[config.mk]
export PLATFORM = sky130hd
export DESIGN_NAME = pipe_stage_elastic
export DESIGN_NICKNAME = d
export VERILOG_FILES = /design/src/rtl/pipe_stage_elastic.sv
export SDC_FILE = /design/constraint.sdc
export NUM_CORES = 1
export LEC_CHECK = 0
export BUFFER_PORTS_ARGS = -buffer_cell sky130_fd_sc_hd__buf_2
export CAP_MARGIN = 0
export CORE_ASPECT_RATIO = 0.9
export CORE_MARGIN = 1
export CORE_UTILIZATION = 45
export DETAILED_ROUTE_END_ITERATION = 8
export MAX_ROUTING_LAYER = met4
export PLACE_DENSITY = 0.68
export SYNTH_ARGS = -nofsm -noshare
export SYNTH_HDL_FRONTEND = slang
export SYNTH_SLANG_ARGS = --single-unit
export TNS_END_PERCENT = 5
[constraint.sdc]
create_clock -name clk -period 1.88 [get_ports clk]
set_input_delay 0 -clock clk [delete_from_list [all_inputs] [get_ports clk]]
set_output_delay 0 -clock clk [all_outputs]
set_load 0.01 [all_outputs]
[src/rtl/pipe_stage_elastic.sv]
// Elastic valid/ready pipeline stage with a 2-entry skid buffer, flush and bubble control zeroing.
// Optional stall counter output when PIPE_STAGE_PERF_EN is defined.
module pipe_stage_elastic #(
  parameter int PC_W     = 32,
  parameter int CTRL_W   = 12,
  parameter int DATA_W   = 32,
  parameter int NUM_DATA = 2
) (
  input  logic                       clk,
  input  logic                       rst,
  input  logic                       flush,
  input  logic                       in_valid,
  output logic                       in_ready,
  input  logic [PC_W-1:0]            in_pc,
  input  logic [CTRL_W-1:0]          in_ctrl,
  input  logic [DATA_W*NUM_DATA-1:0] in_data,
  output logic                       out_valid,
  input  logic                       out_ready,
  output logic [PC_W-1:0]            out_pc,
  output logic [CTRL_W-1:0]          out_ctrl,
  output logic [DATA_W*NUM_DATA-1:0] out_data
`ifdef PIPE_STAGE_PERF_EN
  ,
  output logic [31:0]                stall_cnt
`endif
);

  localparam int DW = DATA_W * NUM_DATA;

  typedef enum logic [1:0] {
    EMPTY = 2'd0,
    ONE   = 2'd1,
    TWO   = 2'd2
  } state_t;

  state_t              state, state_next;
  logic                in_ready_q, out_valid_q;
  logic                in_fire, out_fire;
  logic                load_main_in, load_main_skid, load_skid, clear_ctrl;
  logic [PC_W-1:0]     main_pc, skid_pc;
  logic [CTRL_W-1:0]   main_ctrl, skid_ctrl;
  logic [DW-1:0]       main_data, skid_data;

  assign in_ready  = in_ready_q;
  assign out_valid = out_valid_q;
  assign out_pc    = main_pc;
  assign out_ctrl  = main_ctrl;
  assign out_data  = main_data;

  assign in_fire  = in_valid & in_ready_q;
  assign out_fire = out_valid_q & out_ready;

  // Next-state and register load selection.
  always_comb begin
    state_next     = state;
    load_main_in   = 1'b0;
    load_main_skid = 1'b0;
    load_skid      = 1'b0;
    clear_ctrl     = 1'b0;
    case (state)
      EMPTY: begin
        if (in_fire) begin
          load_main_in = 1'b1;
          state_next   = ONE;
        end else begin
          state_next = EMPTY;
        end
      end
      ONE: begin
        if (in_fire && out_fire) begin
          load_main_in = 1'b1;
        end else if (out_fire) begin
          clear_ctrl = 1'b1;
          state_next = EMPTY;
        end else if (in_fire) begin
          load_skid  = 1'b1;
          state_next = TWO;
        end else begin
          state_next = ONE;
        end
      end
      TWO: begin
        if (out_fire) begin
          load_main_skid = 1'b1;
          state_next     = ONE;
        end else begin
          state_next = TWO;
        end
      end
      default: begin
        clear_ctrl = 1'b1;
        state_next = EMPTY;
      end
    endcase
  end

  // State register; ready/valid are registered from the next state so neither has a comb input path.
  always_ff @(posedge clk) begin
    if (rst || flush) begin
      state       <= EMPTY;
      in_ready_q  <= 1'b1;
      out_valid_q <= 1'b0;
    end else begin
      state       <= state_next;
      in_ready_q  <= (state_next != TWO);
      out_valid_q <= (state_next != EMPTY);
    end
  end

  // Head and skid storage; control is zeroed whenever the head becomes a bubble, pc/data hold.
  always_ff @(posedge clk) begin
    if (rst) begin
      main_pc   <= '0;
      main_ctrl <= '0;
      main_data <= '0;
      skid_pc   <= '0;
      skid_ctrl <= '0;
      skid_data <= '0;
    end else if (flush) begin
      main_ctrl <= '0;
      skid_pc   <= '0;
      skid_ctrl <= '0;
      skid_data <= '0;
    end else begin
      if (load_main_in) begin
        main_pc   <= in_pc;
        main_ctrl <= in_ctrl;
        main_data <= in_data;
      end else if (load_main_skid) begin
        main_pc   <= skid_pc;
        main_ctrl <= skid_ctrl;
        main_data <= skid_data;
      end else if (clear_ctrl) begin
        main_ctrl <= '0;
      end else begin
        main_ctrl <= main_ctrl;
      end
      if (load_skid) begin
        skid_pc   <= in_pc;
        skid_ctrl <= in_ctrl;
        skid_data <= in_data;
      end else begin
        skid_pc <= skid_pc;
      end
    end
  end

`ifdef PIPE_STAGE_PERF_EN
  logic [31:0] stall_q;

  // Saturating count of cycles where the head is blocked by downstream; only rst clears it.
  always_ff @(posedge clk) begin
    if (rst) begin
      stall_q <= 32'd0;
    end else if (out_valid_q && !out_ready && (stall_q != 32'hFFFF_FFFF)) begin
      stall_q <= stall_q + 32'd1;
    end else begin
      stall_q <= stall_q;
    end
  end

  assign stall_cnt = stall_q;
`endif

endmodule
==> results.md, run 1 <==
Floorplan:
- The y dimension of the die is 142 um.
- The die covers 22300 um2.
- The core region is 21000 um2.
- The count of pins on the block boundary is 223.
- The initial utilization of the core area, before any placement, comes to 46.4%.
- The die extent in x is 157 um.
- The initialized floorplan defines 50 standard-cell rows.

Clocking:
- The clock-pin transition on the worst setup and hold timing paths is 0.06 ns.
- The clock reaches the later pin of the worst-skew pair after 0.53 ns.
- The clock passes through at most 3 buffers.
- The deepest level of the CTS H-tree is 1.
- The number of sinks handled by clock tree synthesis is 220.
- TritonCTS built the clock tree.
- The root buffer selected by CTS is clkbuf_16.
- TritonCTS created 25 clock buffers.

Route:
- The number of antenna-violating nets in the routed design is 0.
- The detailed-routing iteration count for the pre-antenna-repair pass is 5.
- The detail-routed net length per standard cell is 16.6 um.
- The residual DRC count is 0.
- After detailed routing, the number of vias per cell comes to 5.59.
- The routed wire length is 29.7 mm.
- Summing over every cut layer, the via total after detailed routing is 9995.
- The first routing iteration left 797 violations.

GRT:
- The number of global-route vias before repair came to 9333.
- Entering global routing, the biggest net connects 87 pins.
- Summed over all layers, the global routing overflow is 0.
- The overall fraction of global-route tracks in use is 27.0%.
- The initial antenna violation count came to 0.
- The first-pass GRT wire length is 47.6 mm.

Placed design:
- The placer congestion estimate is 0.772.
- In this run the tool buffered the top-level ports with 222 buffer cells.
- Once detailed placement completed, the half-perimeter wirelength came to 17.1 mm.
- The pre-CTS worst setup slack is 0.128 ns.

Power:
- The worst-case IR drop observed on VDD is 0.000786 V.
- In this run the static leakage power is 4.84 nW.
- For this design the ratio of total power to cell area is 892 nW/um2.

Worst setup path:
- At the worst endpoint, the required time is 2.30 ns.
- Data on the critical path arrives at its endpoint at 2.23 ns.
- The type of the setup path with the least slack is flip-flop to flip-flop.
- The worst setup path is launched from a flip-flop.
- Counting cells, the worst reg-to-reg path comes to 4.
- The combined buffer and inverter count along the critical path is 1.
- The worst setup path is captured at a flip-flop.
- The maximum cell stage delay along the critical path is 0.49 ns.
- Counting buffers and inverters, the worst setup path is 4 cells deep.
- Traced cell by cell, the critical path runs through and4b_4 -> buf_4 -> a22oi_1 -> o221ai_1.
- The largest driver fanout on the critical path is 28.
- The kind of cell adding the most delay to the critical path is flip-flops.
- The worst-path cell with the longest stage delay is dfxtp_1.

Yosys:
- The synthesized area per cell is 8.03 um2.
- For this run, the leading register cell type out of synthesis is dfxtp_1.
- Counting flops and latches in the post-synthesis netlist gives 220.
- The synthesized area is 9760 um2.
- The number of nets in the synthesized netlist is 1328.
- The number of synthesized flops with an enable pin is 0.
- The fraction of the yosys area taken by sequential cells is 45.1%.
- The number of warnings printed during yosys synthesis is 0.
- The cell count after synthesis is 1215.
- The unique cell type count in the Yosys netlist is 33.
- Of all flip-flops after synthesis, the portion carrying an async set or reset was 0%.

STA:
- The smallest clock period supported by the final layout is computed as 1.81 ns.
- The worst relative slew slack is 48.3%.
- The final critical path takes up 96.1% of the cycle.
- The number of pins exceeding their max-slew limit in the final report is 0.
- The maximum achievable frequency is 553 MHz.
- The clock arrives with 0.0213 ns of skew.
- Setup violations remaining at the end of the flow were counted as 0.
- The final worst setup slack is 0.0724 ns.
- The final number of hold-violating endpoints is 0.
- The post-route worst hold slack is 0.0161 ns.
- At the pin with the least slew margin, the transition time is 0.771 ns.
- Setup repair after global routing left no endpoint under its margin.
- For the final routed database, the setup TNS stands at 0 ns.

Hold path:
- The worst hold path passes through 3 cells.
- The path class of the tightest hold or removal check is primary input to flip-flop.

Layout:
- The area added between synthesis and finish is 34.4%.
- Of the cells placed in the final design, the portion with a size suffix greater than 1 is 20.6%.
- The sequential cells in the finished layout cover a total of 4410 um2.
- The multi-input combinational cells in the finished layout cover a total of 4830 um2.
- The number of fill cells is 1819.
- At the end of the flow, the number of nets in the layout was 1595.
- The number of diodes added for antenna fixing is 0.

Run status:
- The flow ran to the end, and the final reports show no timing, DRC or antenna violations.

Flow run:
- The number of violations of the max-capacitance limit is 0.
[cells in the mapped netlist, drive strengths merged, types with 2 or more instances]
| library cell | count | area (um2) |
|---|---|---|
| a21oi | 124 | 621 |
| a22oi | 103 | 773 |
| and2 | 2 | 12.5 |
| buf | 55 | 278 |
| clkbuf | 72 | 270 |
| dfxtp | 220 | 4400 |
| mux2i | 3 | 30.0 |
| nand2 | 317 | 1190 |
| nand3 | 97 | 485 |
| nor2 | 3 | 21.3 |
| nor2b | 91 | 569 |
| nor3 | 2 | 26.3 |
| nor3b | 5 | 37.5 |
| o221ai | 96 | 841 |
| o22ai | 3 | 18.8 |
| o31ai | 2 | 20.0 |
| o41ai | 9 | 78.8 |
| or3 | 2 | 12.5 |
[placed cells by master, fill, tap and decap left out, types with 2 or more instances in the layout]
cell and instances:
inv_6 2, dfxtp_1 219, dlygate4sd3_1 111, mux2i_1 3
bufinv_16 5, a22oi_1 103, nor2_4 2, buf_2 220
clkbuf_8 2, buf_12 12, or3_1 2, a21oi_1 124
and2_1 2, buf_4 23, o22ai_1 3, nand3_1 97
o221ai_1 96, clkinvlp_4 2, clkbuf_1 3, clkinv_2 7
o41ai_1 9, nand2_1 316, nor2b_1 91, nor3b_1 5
nor3_4 2, clkbuf_16 25
[cell families after synthesis]
logic type      count (synthesis)  synth area share [%]
simple gates                  524                  24.5
compound gates                340                  24.4
flops                         220                  45.1
buf+inv                       128                  5.65
mux                             3                 0.308
[where the power goes]
| part | switching [mW] | internal, mW |
|---|---|---|
| sequential | 0.145 | 4.86 |
| combinational | 0.838 | 0.646 |
| clock | 2.00 | 3.22 |
| total | 2.98 | 8.72 |
[flip-flops by register name, summed over array words and instances (netlist names)]
signal / cells
in_ready: 1
out_data: 64
out_valid: 1
skid_data: 64
out_ctrl: 12
out_pc: 32
skid_pc: 32
state: 2
skid_ctrl: 12
[worst min-delay path, stage by stage]
cell	delay [ns]
buf_6	0.18
a21oi_1	0.17
o221ai_1	0.12
[path summary, 6_finish.rpt]
check	start	end	slack [ns]
setup reg to reg	state[1]	out_data[3]	0.07
hold / removal	flush	out_data[45]	0.02
setup / recovery	state[1]	out_data[3]	0.07
hold reg to reg	skid_data[47]	skid_data[47]	0.45
[metal layers]
metal  track usage, %  vias up  share of wire (%)
met5                -        -                  0
met3             5.41       63                7.4
met2             42.9      375                 46
met1             34.4     4683                 44
li1                 -     4874                  -
met4             8.28        0                2.5
[stage by stage]
step | cell area, um2 | utilization [%] | cells | total power, mW
2_1_floorplan | 9760 | - | 1215 | 5.80
3_3_place_gp | 11100 | 52.9 | 1630 | 6.37
3_5_place_dp | 11100 | 52.9 | 1630 | 6.39
4_1_cts | 13100 | 62.4 | 1787 | 11.8
5_1_grt | 13100 | 62.4 | 1787 | 12.2
6_report | 13100 | 62.4 | 1787 | 11.7
[final cells by class]
| class | instances | area share, % |
|---|---|---|
| multi-input cells | 867 | 36.8 |
| flip-flops and latches | 220 | 33.6 |
| repair buffers | 367 | 20.1 |
| clock buffers | 30 | 5.07 |
| well taps | 286 | 2.73 |
| clock inverters | 16 | 1.66 |
| inverters | 1 | 0.0286 |
[timing repair]
| item | 4_1_cts | 5_1_grt |
|---|---|---|
| hold buffers | 111 | 0 |
| setup endpoints to repair | 0 | 28 |
| gates resized for setup | 0 | 2 |
| endpoints found under the hold margin | 218 | 0 |
| setup buffers | 0 | 0 |
(Power assumes the default switching activity.)
==> run 2, diff against run 1 <==
- MAX_ROUTING_LAYER: met4 -> unset
- clock period: 1.88 -> 2.35 ns (I/O delays scaled with it)
==> results.md, run 2 (synthesis results as in run 1) <==
Route:
- The routed wire length came to 29.5 mm (-0.82%).
- The detail-routed net length per standard cell is 16.6 um (about the same).
- The residual DRC count is 0 (unchanged).
- The number of vias per cell is 5.55 (-0.81%).
- The number of antenna-violating nets in the routed design was 0 (unchanged).
- The detailed-routing iteration count for the pre-antenna-repair pass came to 5 (unchanged).
- The first-iteration detailed-routing DRC count is 818 (+2.6%).
- The via count is 9836 (-1.6%).

Clocking:
- The tree is rooted in a clkbuf_16.
- The deepest level of the CTS H-tree is 1 (unchanged).
- The clock-pin transition on the worst setup and hold timing paths came to 0.06 ns (about the same).
- The CTS buffer count was 24 (-4.0%).
- The CTS tree is done.
- The maximum number of buffers from clock root to sink is 3 (unchanged).
- The post-cts gate resize count is 0 (unchanged).
- The clock insertion delay at the later pin of the skew report was 0.51 ns (-0.02 ns).
- The number of sinks handled by clock tree synthesis is 220 (unchanged).

Floorplan:
- The area of the core region is 21000 um2 (unchanged).
- The cell row count came to 50 (unchanged).
- The starting utilization of the core area was 46.4% (unchanged).
- The y dimension of the die came to 142 um (unchanged).
- The die extent in x is 157 um (unchanged).
- The area of the die is 22300 um2 (unchanged).
- The count of pins on the block boundary is 223 (unchanged).

Layout:
- The final instance area is 13000 um2 (-1.1%).
- The total number of nets in the final design was 1584 (-0.69%).
- The number of fill cells was 1867 (+2.6%).
- The area added between synthesis and finish is 32.9%.
- The fraction of final layout cells with drive strength greater than 1 was 19.7% (-0.94 points).
- The library cell used most frequently in the layout, excluding fill and tap cells, is nand2_1.
- Leaving out fill and tap cells, the most frequent cells in the layout are nand2_1, dfxtp_1, buf_2.

Hold path:
- The classification of the worst-slack hold path is primary input to flip-flop.
- The start point of the worst min-delay path is flush.

STA:
- The final clock period utilization by the worst path is 84.7% (-11 points).
- Setup repair after global routing left no endpoint under its margin.
- The worst relative slew slack was 26.2% (-22 points).
- The number of pins exceeding their max-slew limit in the final report is 0 (unchanged).
- The final sum of negative setup slack came to 0 ns (unchanged).
- The clock skew is 0.00759 ns (-0.0137 ns).
- The final critical delay including setup and external delays is 1.99 ns (+0.182 ns).
- The maximum achievable frequency is 503 MHz (-9.2%).
- The final number of hold-violating endpoints is 0 (unchanged).
- The slew at the pin closest to its max-slew limit is 1.08 ns (+0.306 ns).
- The setup-violating endpoint count in the final report is 0 (unchanged).

Power:
- The total power density per cell area came to 701 nW/um2 (-21%).
- The reported leakage power is 4.75 nW (-1.7%).
- The worst-case vdd ir drop is 0.000569 V (-28%).
- The overall power consumption is 9.08 mW (-22%).

Worst setup path:
- The largest driver fanout on the critical path was 40 (+43%).
- The start of the worst register-to-register path is out_valid.
- The start point of the critical path is out_valid.
- The endpoint type of the worst setup path is a flip-flop.
- The data required time at the worst endpoint came to 2.76 ns (+0.46 ns).
- The type of element launching the critical path is a flip-flop.
- The type of the setup path with the least slack is flip-flop to flip-flop.
- The data arrival time of the worst path is 2.40 ns (+0.17 ns).

GRT:
- The initial antenna violation count came to 1 (+1).
- The overall fraction of global-route tracks in use is 25.9% (-1.1 points).
- The first-pass GRT wire length is 47.2 mm (-0.81%).
- The largest net degree at the start of global routing is 110 (+26%).
- The number of global-route vias before repair is 9216 (-1.3%).
- The leftover overflow at the end of global routing is 0 (unchanged).

Placed design:
- The count of input and output buffers came to 222 (unchanged).
- The placed wire-length estimate was 16.3 mm (-4.6%).
- The placer congestion estimate was 0.779 (+0.89%).
- The placement-stage cell area came to 11000 um2 (-0.79%).

Flow run:
- The number of violations of the max-capacitance limit was 0 (unchanged).

Run status:
- The run finished with clean final reports.
==> run 2: routing by layer <==
layer  global-route usage (%)  share of wire (%)
met1                     34.1                 44
met2                     42.9                 47
met3                     5.22                6.8
met4                     6.80                2.0
met5                        0                  0
==> run 2: worst paths after layout <==
| kind | to | slack (ns) | cells after the start |
|---|---|---|---|
| max reg2reg | out_data[38] | 0.36 | 5 |
| max | out_data[38] | 0.36 | 5 |
| min reg2reg | skid_data[47] | 0.45 | 2 |
| min | out_pc[15] | 0.14 | 4 |
==> run 2: cell type report <==
type	instances	area (um2)	area share [%]
Sequential cell	220	4400	34.0
Timing Repair Buffer	357	2550	19.7
Multi-Input combinational cell	867	4830	37.2
Clock buffer	33	706	5.44
Clock inverter	8	118	0.907
Inverter	1	3.75	0.0289
Tap cell	286	358	2.76
Antenna cell	1	2.50	0.0193
==> run 2: worst max-delay path, stage by stage, from the launching register on <==
cell	delay [ns]
dfxtp_1	0.37
and4b_4	0.26
nor2_4	0.64
buf_12	0.31
nand2_1	0.08
o221ai_1	0.21
==> run 2: metrics by stage <==
step / worst slack, ns / utilization [%] / hold WS [ns] / std cells
2_1_floorplan: 0.852 / - / 0.136 / 1215
3_3_place_gp: 0.416 / 52.5 / 0.240 / 1620
3_5_place_dp: 0.366 / 52.5 / 0.241 / 1620
4_1_cts: 0.354 / 61.7 / 0.127 / 1772
5_1_grt: 0.180 / 61.7 / 0.182 / 1773
6_report: 0.360 / 61.7 / 0.144 / 1773
==> run 2: power by group <==
part | switching (mW) | internal (mW)
registers | 0.115 | 3.89
logic | 0.668 | 0.497
clock network | 1.50 | 2.41
==> run 2: timing repair <==
action,CTS,global route
setup buffers,0,0
hold buffers,111,0
hold endpoints to repair,218,0
endpoints found under the setup margin,0,0
